`config.mk`:
```
export PLATFORM = sky130hd
export DESIGN_NAME = vga_timing_flat
export DESIGN_NICKNAME = d
export VERILOG_FILES = /design/src/rtl/vga_timing_if.sv /design/src/rtl/vga_timing.sv /design/src/flat_wrapper.sv
export SDC_FILE = /design/constraint.sdc
export NUM_CORES = 1
export LEC_CHECK = 0
export BUFFER_PORTS_ARGS = -buffer_cell sky130_fd_sc_hd__buf_2
export CORE_MARGIN = 2
export CORE_UTILIZATION = 40
export DETAILED_ROUTE_END_ITERATION = 8
export GPL_TIMING_DRIVEN = 1
export PLACE_DENSITY = 0.67
export SETUP_SLACK_MARGIN = 0.02
export SLEW_MARGIN = 20
export SYNTH_ARGS = -nofsm -noshare
export SYNTH_HDL_FRONTEND = slang
export SYNTH_SLANG_ARGS = --single-unit
```
`constraint.sdc`:
```
create_clock -name clk -period 4.02 [get_ports clk]
set_input_delay 0.804 -clock clk [delete_from_list [all_inputs] [get_ports clk]]
set_output_delay 0.804 -clock clk [all_outputs]
set_load 0.05 [all_outputs]
```
`src/rtl/vga_timing_if.sv`:
```
// vga_timing_if: raster/pixel bundle between the timing generator and the
// TMDS encoder side.
//   pix_red/green/blue : external pixel colour into the generator
//   x, y               : live horizontal/vertical counters
//   hsync, vsync, blank, red, green, blue, frame_start : registered outputs
// master = timing generator, slave = consumer/pixel source.
interface vga_timing_if #(
  parameter int unsigned CNT_W = 10
) ();
  logic [2:0]       pix_red;
  logic [2:0]       pix_green;
  logic [2:0]       pix_blue;
  logic [CNT_W-1:0] x;
  logic [CNT_W-1:0] y;
  logic             hsync;
  logic             vsync;
  logic             blank;
  logic [2:0]       red;
  logic [2:0]       green;
  logic [2:0]       blue;
  logic             frame_start;

  modport master (
    input  pix_red, pix_green, pix_blue,
    output x, y, hsync, vsync, blank, red, green, blue, frame_start
  );

  modport slave (
    output pix_red, pix_green, pix_blue,
    input  x, y, hsync, vsync, blank, red, green, blue, frame_start
  );
endinterface

```
`src/rtl/vga_timing.sv`:
```
// vga_timing: 640x480@60 raster timing generator (sizes parameterised).
// Ports:
//   clk   - pixel clock, all state on rising edge
//   reset - asynchronous, active-high
//   vga   - vga_timing_if.master: pix_* in; x/y (combinational from the
//           counters); hsync, vsync, blank, red, green, blue, frame_start
//           (registered, one cycle behind x/y)
// Build option: define TEST_PATTERN_EN to replace pix_* with 8 vertical colour
// bars (red = bar, green = ~bar, blue = vcount[7:5]).
module vga_timing #(
  parameter int unsigned H_ACTIVE = 640,
  parameter int unsigned H_FP     = 16,
  parameter int unsigned H_SYNC   = 96,
  parameter int unsigned H_BP     = 48,
  parameter int unsigned V_ACTIVE = 480,
  parameter int unsigned V_FP     = 10,
  parameter int unsigned V_SYNC   = 2,
  parameter int unsigned V_BP     = 33,
  parameter bit          SYNC_POL = 1'b0,
  parameter int unsigned CNT_W    = 10
) (
  input  logic         clk,
  input  logic         reset,
  vga_timing_if.master vga
);

  localparam int unsigned H_TOTAL = H_ACTIVE + H_FP + H_SYNC + H_BP;
  localparam int unsigned V_TOTAL = V_ACTIVE + V_FP + V_SYNC + V_BP;

  // All decode constants are held at counter width.
  localparam logic [CNT_W-1:0] HLast      = CNT_W'(H_TOTAL - 1);
  localparam logic [CNT_W-1:0] VLast      = CNT_W'(V_TOTAL - 1);
  localparam logic [CNT_W-1:0] HActive    = CNT_W'(H_ACTIVE);
  localparam logic [CNT_W-1:0] VActive    = CNT_W'(V_ACTIVE);
  localparam logic [CNT_W-1:0] HSyncStart = CNT_W'(H_ACTIVE + H_FP);
  localparam logic [CNT_W-1:0] HSyncEnd   = CNT_W'(H_ACTIVE + H_FP + H_SYNC);
  localparam logic [CNT_W-1:0] VSyncStart = CNT_W'(V_ACTIVE + V_FP);
  localparam logic [CNT_W-1:0] VSyncEnd   = CNT_W'(V_ACTIVE + V_FP + V_SYNC);

  logic [CNT_W-1:0] hcnt_q, hcnt_d;
  logic [CNT_W-1:0] vcnt_q, vcnt_d;
  logic             h_last, v_last, active;
  logic             hsync_q, hsync_d, vsync_q, vsync_d;
  logic             blank_q, blank_d, frame_start_q, frame_start_d;
  logic [2:0]       red_q, red_d, green_q, green_d, blue_q, blue_d;
  logic [2:0]       red_c, green_c, blue_c;

  // Raster counters and per-pixel decode.
  always_comb begin
    h_last = (hcnt_q == HLast);
    v_last = (vcnt_q == VLast);
    hcnt_d = h_last ? '0 : hcnt_q + CNT_W'(1);
    vcnt_d = vcnt_q;
    if (h_last) begin
      vcnt_d = v_last ? '0 : vcnt_q + CNT_W'(1);
    end

    active        = (hcnt_q < HActive) && (vcnt_q < VActive);
    blank_d       = ~active;
    hsync_d       = ((hcnt_q >= HSyncStart) && (hcnt_q < HSyncEnd)) ? SYNC_POL : ~SYNC_POL;
    vsync_d       = ((vcnt_q >= VSyncStart) && (vcnt_q < VSyncEnd)) ? SYNC_POL : ~SYNC_POL;
    frame_start_d = (hcnt_q == '0) && (vcnt_q == '0);
    red_d         = active ? red_c   : 3'd0;
    green_d       = active ? green_c : 3'd0;
    blue_d        = active ? blue_c  : 3'd0;
  end

`ifdef TEST_PATTERN_EN
  // Bar width is an elaboration-time constant; the bar index advances by
  // counting pixels within a bar rather than dividing hcount.
  localparam logic [CNT_W-1:0] BarLast = CNT_W'(H_ACTIVE / 8 - 1);

  logic [CNT_W-1:0] bar_px_q, bar_px_d;
  logic [2:0]       bar_q, bar_d;

  always_comb begin
    bar_px_d = bar_px_q;
    bar_d    = bar_q;
    if (h_last) begin
      // Clear on the last pixel so both read zero while hcount == 0.
      bar_px_d = '0;
      bar_d    = 3'd0;
    end else if (hcnt_q < HActive) begin
      if (bar_px_q == BarLast) begin
        bar_px_d = '0;
        bar_d    = bar_q + 3'd1;
      end else begin
        bar_px_d = bar_px_q + CNT_W'(1);
      end
    end
    red_c   = bar_q;
    green_c = ~bar_q;
    blue_c  = vcnt_q[7:5];
  end

  always_ff @(posedge clk or posedge reset) begin
    if (reset) begin
      bar_px_q <= '0;
      bar_q    <= 3'd0;
    end else begin
      bar_px_q <= bar_px_d;
      bar_q    <= bar_d;
    end
  end
`else
  always_comb begin
    red_c   = vga.pix_red;
    green_c = vga.pix_green;
    blue_c  = vga.pix_blue;
  end
`endif

  always_ff @(posedge clk or posedge reset) begin
    if (reset) begin
      hcnt_q        <= '0;
      vcnt_q        <= '0;
      hsync_q       <= ~SYNC_POL;
      vsync_q       <= ~SYNC_POL;
      blank_q       <= 1'b1;
      frame_start_q <= 1'b0;
      red_q         <= 3'd0;
      green_q       <= 3'd0;
      blue_q        <= 3'd0;
    end else begin
      hcnt_q        <= hcnt_d;
      vcnt_q        <= vcnt_d;
      hsync_q       <= hsync_d;
      vsync_q       <= vsync_d;
      blank_q       <= blank_d;
      frame_start_q <= frame_start_d;
      red_q         <= red_d;
      green_q       <= green_d;
      blue_q        <= blue_d;
    end
  end

  assign vga.x           = hcnt_q;
  assign vga.y           = vcnt_q;
  assign vga.hsync       = hsync_q;
  assign vga.vsync       = vsync_q;
  assign vga.blank       = blank_q;
  assign vga.frame_start = frame_start_q;
  assign vga.red         = red_q;
  assign vga.green       = green_q;
  assign vga.blue        = blue_q;

endmodule

```
`src/flat_wrapper.sv`:
```
// flat-port wrapper written by rule: the top's interface ports become plain ports
module vga_timing_flat 
#(
  parameter int unsigned H_ACTIVE = 640,
  parameter int unsigned H_FP     = 16,
  parameter int unsigned H_SYNC   = 96,
  parameter int unsigned H_BP     = 48,
  parameter int unsigned V_ACTIVE = 480,
  parameter int unsigned V_FP     = 10,
  parameter int unsigned V_SYNC   = 2,
  parameter int unsigned V_BP     = 33,
  parameter bit          SYNC_POL = 1'b0,
  parameter int unsigned CNT_W    = 10
)
  (clk, reset, vga_pix_red, vga_pix_green, vga_pix_blue, vga_x, vga_y, vga_hsync, vga_vsync, vga_blank, vga_red, vga_green, vga_blue, vga_frame_start);
  vga_timing_if #(.CNT_W(CNT_W)) vga_i ();
  input  logic clk;
  input  logic reset;
  input wire logic [$bits(vga_i.pix_red)-1:0] vga_pix_red;
  input wire logic [$bits(vga_i.pix_green)-1:0] vga_pix_green;
  input wire logic [$bits(vga_i.pix_blue)-1:0] vga_pix_blue;
  output wire logic [$bits(vga_i.x)-1:0] vga_x;
  output wire logic [$bits(vga_i.y)-1:0] vga_y;
  output wire logic [$bits(vga_i.hsync)-1:0] vga_hsync;
  output wire logic [$bits(vga_i.vsync)-1:0] vga_vsync;
  output wire logic [$bits(vga_i.blank)-1:0] vga_blank;
  output wire logic [$bits(vga_i.red)-1:0] vga_red;
  output wire logic [$bits(vga_i.green)-1:0] vga_green;
  output wire logic [$bits(vga_i.blue)-1:0] vga_blue;
  output wire logic [$bits(vga_i.frame_start)-1:0] vga_frame_start;
  assign vga_i.pix_red = vga_pix_red;
  assign vga_i.pix_green = vga_pix_green;
  assign vga_i.pix_blue = vga_pix_blue;
  assign vga_x = vga_i.x;
  assign vga_y = vga_i.y;
  assign vga_hsync = vga_i.hsync;
  assign vga_vsync = vga_i.vsync;
  assign vga_blank = vga_i.blank;
  assign vga_red = vga_i.red;
  assign vga_green = vga_i.green;
  assign vga_blue = vga_i.blue;
  assign vga_frame_start = vga_i.frame_start;
  vga_timing #(.H_ACTIVE(H_ACTIVE), .H_FP(H_FP), .H_SYNC(H_SYNC), .H_BP(H_BP), .V_ACTIVE(V_ACTIVE), .V_FP(V_FP), .V_SYNC(V_SYNC), .V_BP(V_BP), .SYNC_POL(SYNC_POL), .CNT_W(CNT_W)) u_core (.clk(clk), .reset(reset), .vga(vga_i));
endmodule
```
==> flow_metrics.tcl, run 1 <==
set metrics [dict create \
    viasPerCell 5.00 \
    antenna_left 0 \
    cp_data_required_time_ps 4170 \
    drtPass1Iterations 4 \
    post_cts_resized 0 \
    leakage_nw 0.888 \
    fin_crit_sh_pct 58.5 \
    hold_violations 0 \
    synth_area_sq_um 1480 \
    clk_path_buf_depth 2 \
    path_cells "or4b_1 -> or3_1 -> nor3_1 -> nor2_1" \
    die_w_um 64.9 \
    synth_xor_area_share_pct 7.67 \
    synth_cell_types 30 \
    utilization_pct 50.8 \
    dieHeight_um 64.9 \
    antenna_found_initial 0 \
    grt_pass1_vias 1135 \
    cts.sinks 33 \
    finalWeightedCongestion 0.834 \
    synth_edf_count 0 \
    whs_ps 524 \
    start_util_pct 41.2 \
    whs_path_depth 1 \
    worstHoldPathType "reg2reg" \
    max_freq_ghz 0.425 \
    dieArea_sq_um 4210 \
    cts-buffers-inserted 5 \
    fp-row-count 22 \
    synthAdderAreaFrac_pct 3.37 \
    synth_commonest_cells "dfrtp_1 (30), nand2_1 (12), and2_1 (10)" \
    fillers 364 \
    io_buffers 43 \
    htree_levels 2 \
    dp_hpwl_mm 2.37 \
    cts_tree "built" \
    crit_path_start_kind "flop" \
    final_cells 235 \
    yosysMostFrequentCell "dfrtp_1" \
    cts_hold_buf 0 \
    nets 201 \
    slew_violations 0 \
    global_route.overflow_total 0 \
    worstSkewPairLatency_ps 280 \
    worst_pin_slew_ps 698 \
    grt_setup_unrepaired "no" \
    drt-initial-drc-count 30 \
    vdd_drop_max_uv 219 \
    ys_seq_area_share_pct 55.9 \
    drcViolationCount 0 \
    synth.mux.area_fraction_pct 0 \
    critPathArrivalTime_ps 2510 \
    path_class "reg2reg" \
    setup_viol 0 \
    ys_ff_latch 33 \
    fin_crit_ps 2350 \
    yosys-top-cells-area "dfrtp_1 (51%), dfstp_2 (5.3%), and2_1 (4.2%)" \
    endpoint_kind "flop" \
    ys_warn_count 0 \
    syn_avg_cell_area_sq_um 10.7 \
    synth_compound_area_share_pct 3.46 \
    antennaDiodeCount 0 \
    synth_top_family_by_area "simple AND/OR/NAND/NOR gates" \
    root_buffer "clkbuf_8" \
    grt_max_degree 33 \
    crit_path_top_delay_cell "or4b_1" \
    syn_inst 139 \
    routedWlPerCell_um 13.3 \
    tns_ps 0 \
    io_pins 44 \
    grt_pass1_wl_mm 5.38 \
    slowest_delay_ps 690 \
    synthFlopType "dfrtp_1" \
    cap_violations 0 \
    area_growth_pct 23.4 \
    synth_nets 154 \
    rr_worst_depth 4 \
    yosysTopAreaCellShare_pct 50.6 \
    cp_max_fo 8 \
    power-per-cell-area_nw_per_um2 333 \
    post_cts_buffers 0 \
    drive_above_1_share_pct 29.9 \
    grtUsageTotal_pct 16.7 \
    slew_headroom_pct 53.1 \
    outcome "complete, no violations" \
    core_sq_um 3610 \
    async_reset_ff_share_pct 100 \
    numPlacedInstances 227 \
    clk_pin_slew_ps 70 \
    vias 1175 \
    synth_top_cell_by_area "dfrtp_1" \
    clock-skew-final_ps 5.68 \
    yosys.area_share.simple_pct 26.6 \
    drt-total-wl_mm 3.14 \
]
[layout make-up]
type | instances | area (sq um) | area share (%)
flip-flops and latches | 33 | 830 | 45.3
clock inverters | 2 | 10.0 | 0.547
repair buffers | 44 | 223 | 12.2
clock buffers | 6 | 72.6 | 3.96
multi-input cells | 95 | 609 | 33.3
inverters | 7 | 26.3 | 1.44
well taps | 48 | 60.1 | 3.28
[critical path: cells and delay by family, from the launching register on]
kind / cells / cell delay [ps]
flip-flops: 1 / 460
AND/OR/NAND/NOR: 4 / 1760
[kinds of logic after synthesis]
logic type	count (synthesis)
adders and majority gates	4
and+or+nand+nor	69
DFF	33
buffers and inverters	11
xor gates and xnor gates	13
AOI/OAI and AO/OA	9
[worst paths after layout]
path,start,end,slack (ps)
hold reg to reg,u_core.vga.y[8],u_core.vga.y[8],520
hold / removal,u_core.vga.y[8],u_core.vga.y[8],520
min in group asynchronous,reset,u_core.vga.red[0],600
max in group asynchronous,reset,u_core.vga.y[9],2940
setup / recovery,u_core.vga.x[5],u_core.vga.y[3],1670
setup reg to reg,u_core.vga.x[5],u_core.vga.y[3],1670
[where the power goes]
group          total (mW)  internal [mW]  switching (mW)
Sequential          0.338          0.337        0.000893
Combinational      0.0359        0.00933          0.0266
Clock               0.235          0.120           0.116
Total               0.609          0.466           0.143
[sequential cells by signal, indices dropped and copies added, names as in the netlist]
signal,count
u_core.vga.blank,1
u_core.vga.blue,3
u_core.vga.frame_start,1
u_core.vga.green,3
u_core.vga.hsync,1
u_core.vga.red,3
u_core.vga.vsync,1
u_core.vga.x,10
u_core.vga.y,10
[metal layers]
layer | wire [um] | vias to the layer above | GRT usage [%]
met1 | 1400 | 551 | 20.9
li1 | - | 575 | -
met4 | 44 | 0 | 5.59
met5 | 0 | - | 0
met2 | 1460 | 42 | 26.7
met3 | 234 | 7 | 6.08
[through the flow]
step | power (mW) | setup WS (ps) | cell area [sq um]
after floorplan | 0.369 | 1580 | 1480
after global placement | 0.380 | 1810 | 1750
after detailed placement | 0.381 | 1690 | 1750
after CTS | 0.616 | 1680 | 1830
after global routing | 0.634 | 1550 | 1830
final | 0.609 | 1670 | 1830
[layout by cell type (no fill, tap or decap), types with 2 or more instances in the layout]
master and count:
o21ai_0 5, nand2b_1 2, nor2_1 9, clkinv_2 2
inv_1 6, ha_1 4, and2_1 10, nor3_1 4
nor4_1 9, xor2_1 6, dfstp_2 3, nand4_1 6
nand3_1 7, or4_1 2, nand2_1 12, clkbuf_8 5
buf_2 43, xnor2_1 7, dfrtp_1 30
(Power assumes the default switching activity.)
==> run 2: changes to the inputs <==
Settings changed: PLACE_DENSITY 0.67 to 0.7.
Clock period 4.02 ns to 2 ns, I/O delays scaled along.
==> flow_metrics.tcl, run 2 (same netlist as run 1, synthesis figures left out) <==
set metrics [dict create \
    dieArea_sq_um 4210 \
    drcViolationCount 0 \
    dp_hpwl_mm 2.49 \
    cp_top_family "simple AND/OR/NAND/NOR gates" \
    drtPass1Iterations 4 \
    cp_max_fo 7 \
    clock-skew-final_ps 2.77 \
    root_buffer "clkbuf_8" \
    core_sq_um 3610 \
    htree_levels 2 \
    vias 1254 \
    path_cells "or4b_4 -> buf_4 -> nor4_1 -> xnor2_1 -> nor2_1" \
    slew_violations 0 \
    crit_path_top_delay_cell "or4b_4" \
    leakage_nw 0.975 \
    fin_crit_sh_pct 95.0 \
    viasPerCell 5.16 \
    area_growth_pct 33.2 \
    endpoint_kind "flop" \
    hold_violations 0 \
    io_pins 44 \
    final_common_cell "buf_2" \
    cp_data_required_time_ps 2160 \
    antennaDiodeCount 0 \
    grt_pass1_wl_mm 5.38 \
    path_class "reg2reg" \
    antenna_left 0 \
    cts.sinks 33 \
    power-per-cell-area_nw_per_um2 705 \
    nets 209 \
    start_util_pct 41.2 \
    worstHoldPathType "in2async" \
    grt_setup_unrepaired "no" \
    clk_path_buf_depth 2 \
    grt_pass1_vias 1190 \
    antenna_found_initial 0 \
    outcome "complete, no violations" \
    setup_viol 0 \
    worst_pin_slew_ps 475 \
    slowest_delay_ps 610 \
    fp-row-count 22 \
    finalWeightedCongestion 0.919 \
    cap_violations 0 \
    die_w_um 64.9 \
    design_area_sq_um 1980 \
    max_freq_ghz 0.526 \
    vdd_drop_max_uv 312 \
    drt-initial-drc-count 65 \
    final_cell_mix "buf_2 (43), dfrtp_1 (26), nand2_1 (12)" \
    placed_area_sq_um 1830 \
    fin_crit_ps 1900 \
    routedWlPerCell_um 14.0 \
    cts_tree "built" \
    path_buf_inv 1 \
    clk_pin_slew_ps 70 \
    global_route.overflow_total 0 \
    crit_path_start_kind "flop" \
    io_buffers 43 \
    drt-total-wl_mm 3.40 \
    grtUsageTotal_pct 17.1 \
    grt_max_degree 18 \
    dieHeight_um 64.9 \
    tns_ps 0 \
    cts-buffers-inserted 5 \
    fillers 297 \
    drive_above_1_share_pct 37.9 \
    critPathArrivalTime_ps 2060 \
    slew_headroom_pct 68.2 \
    worstSkewPairLatency_ps 280 \
]
-- run 2: path summary, 6_finish.rpt --
| kind | start | endpoint | slack, ps | cells past startpoint |
|---|---|---|---|---|
| min reg2reg | u_core.vga.y[8] | u_core.vga.y[8] | 530 | 1 |
| max in group asynchronous | reset | u_core.vga.vsync | 1600 | 3 |
| min in group clk | vga_pix_blue[0] | u_core.vga.blue[0] | 320 | 2 |
| min | reset | u_core.vga.green[1] | 140 | 3 |
| max | u_core.vga.x[6] | u_core.vga.y[4] | 100 | 5 |
| max reg2reg | u_core.vga.x[6] | u_core.vga.y[4] | 100 | 5 |
-- run 2: repair_timing --
item,in CTS,in global routing
hold buffers,0,0
setup buffers,0,1
endpoints found under the setup margin,3,1
pin swaps,0,1
resized for setup,1,4
cloned,0,0
-- run 2: through the flow --
stage,power (mW),hold slack [ps],std cells,setup WS (ps),utilization [%]
floorplan,0.741,526,139,-131,-
global placement,0.764,438,234,72.9,50.6
detailed placement,0.767,440,234,16.5,50.6
CTS,1.41,140,242,60.3,54.0
global route,1.44,163,243,13.9,54.8
finish,1.39,136,243,99.5,54.8
-- run 2: per-layer routing --
layer | part of all wire (%) | track usage [%] | up-vias
met3 | 5.5 | 3.82 | 4
met1 | 41 | 20.7 | 614
met4 | 1.4 | 9.31 | 0
li1 | - | - | 594
met5 | 0 | 0 | -
met2 | 52 | 28.2 | 42
-- run 2: tightest hold or removal path, stage by stage --
cell and delay, ps:
buf_2 90, inv_1 60, buf_4 230
-- run 2: cell type report --
class	count	area (sq um)	area share, %
sequential	33	835	42.2
timing repair buffer	52	283	14.3
multi-input combinational	95	657	33.2
clock inverter	1	30.0	1.52
inverter	7	26.3	1.33
tap	48	60.1	3.04
clock buffer	7	86.3	4.37
-- run 2: report_power, final --
group / internal [mW] / switching [mW] / leakage (nW)
combinational: 0.0201 / 0.0543 / 0.506
clock: 0.406 / 0.235 / 0.0585
sequential: 0.677 / 0.00212 / 0.411
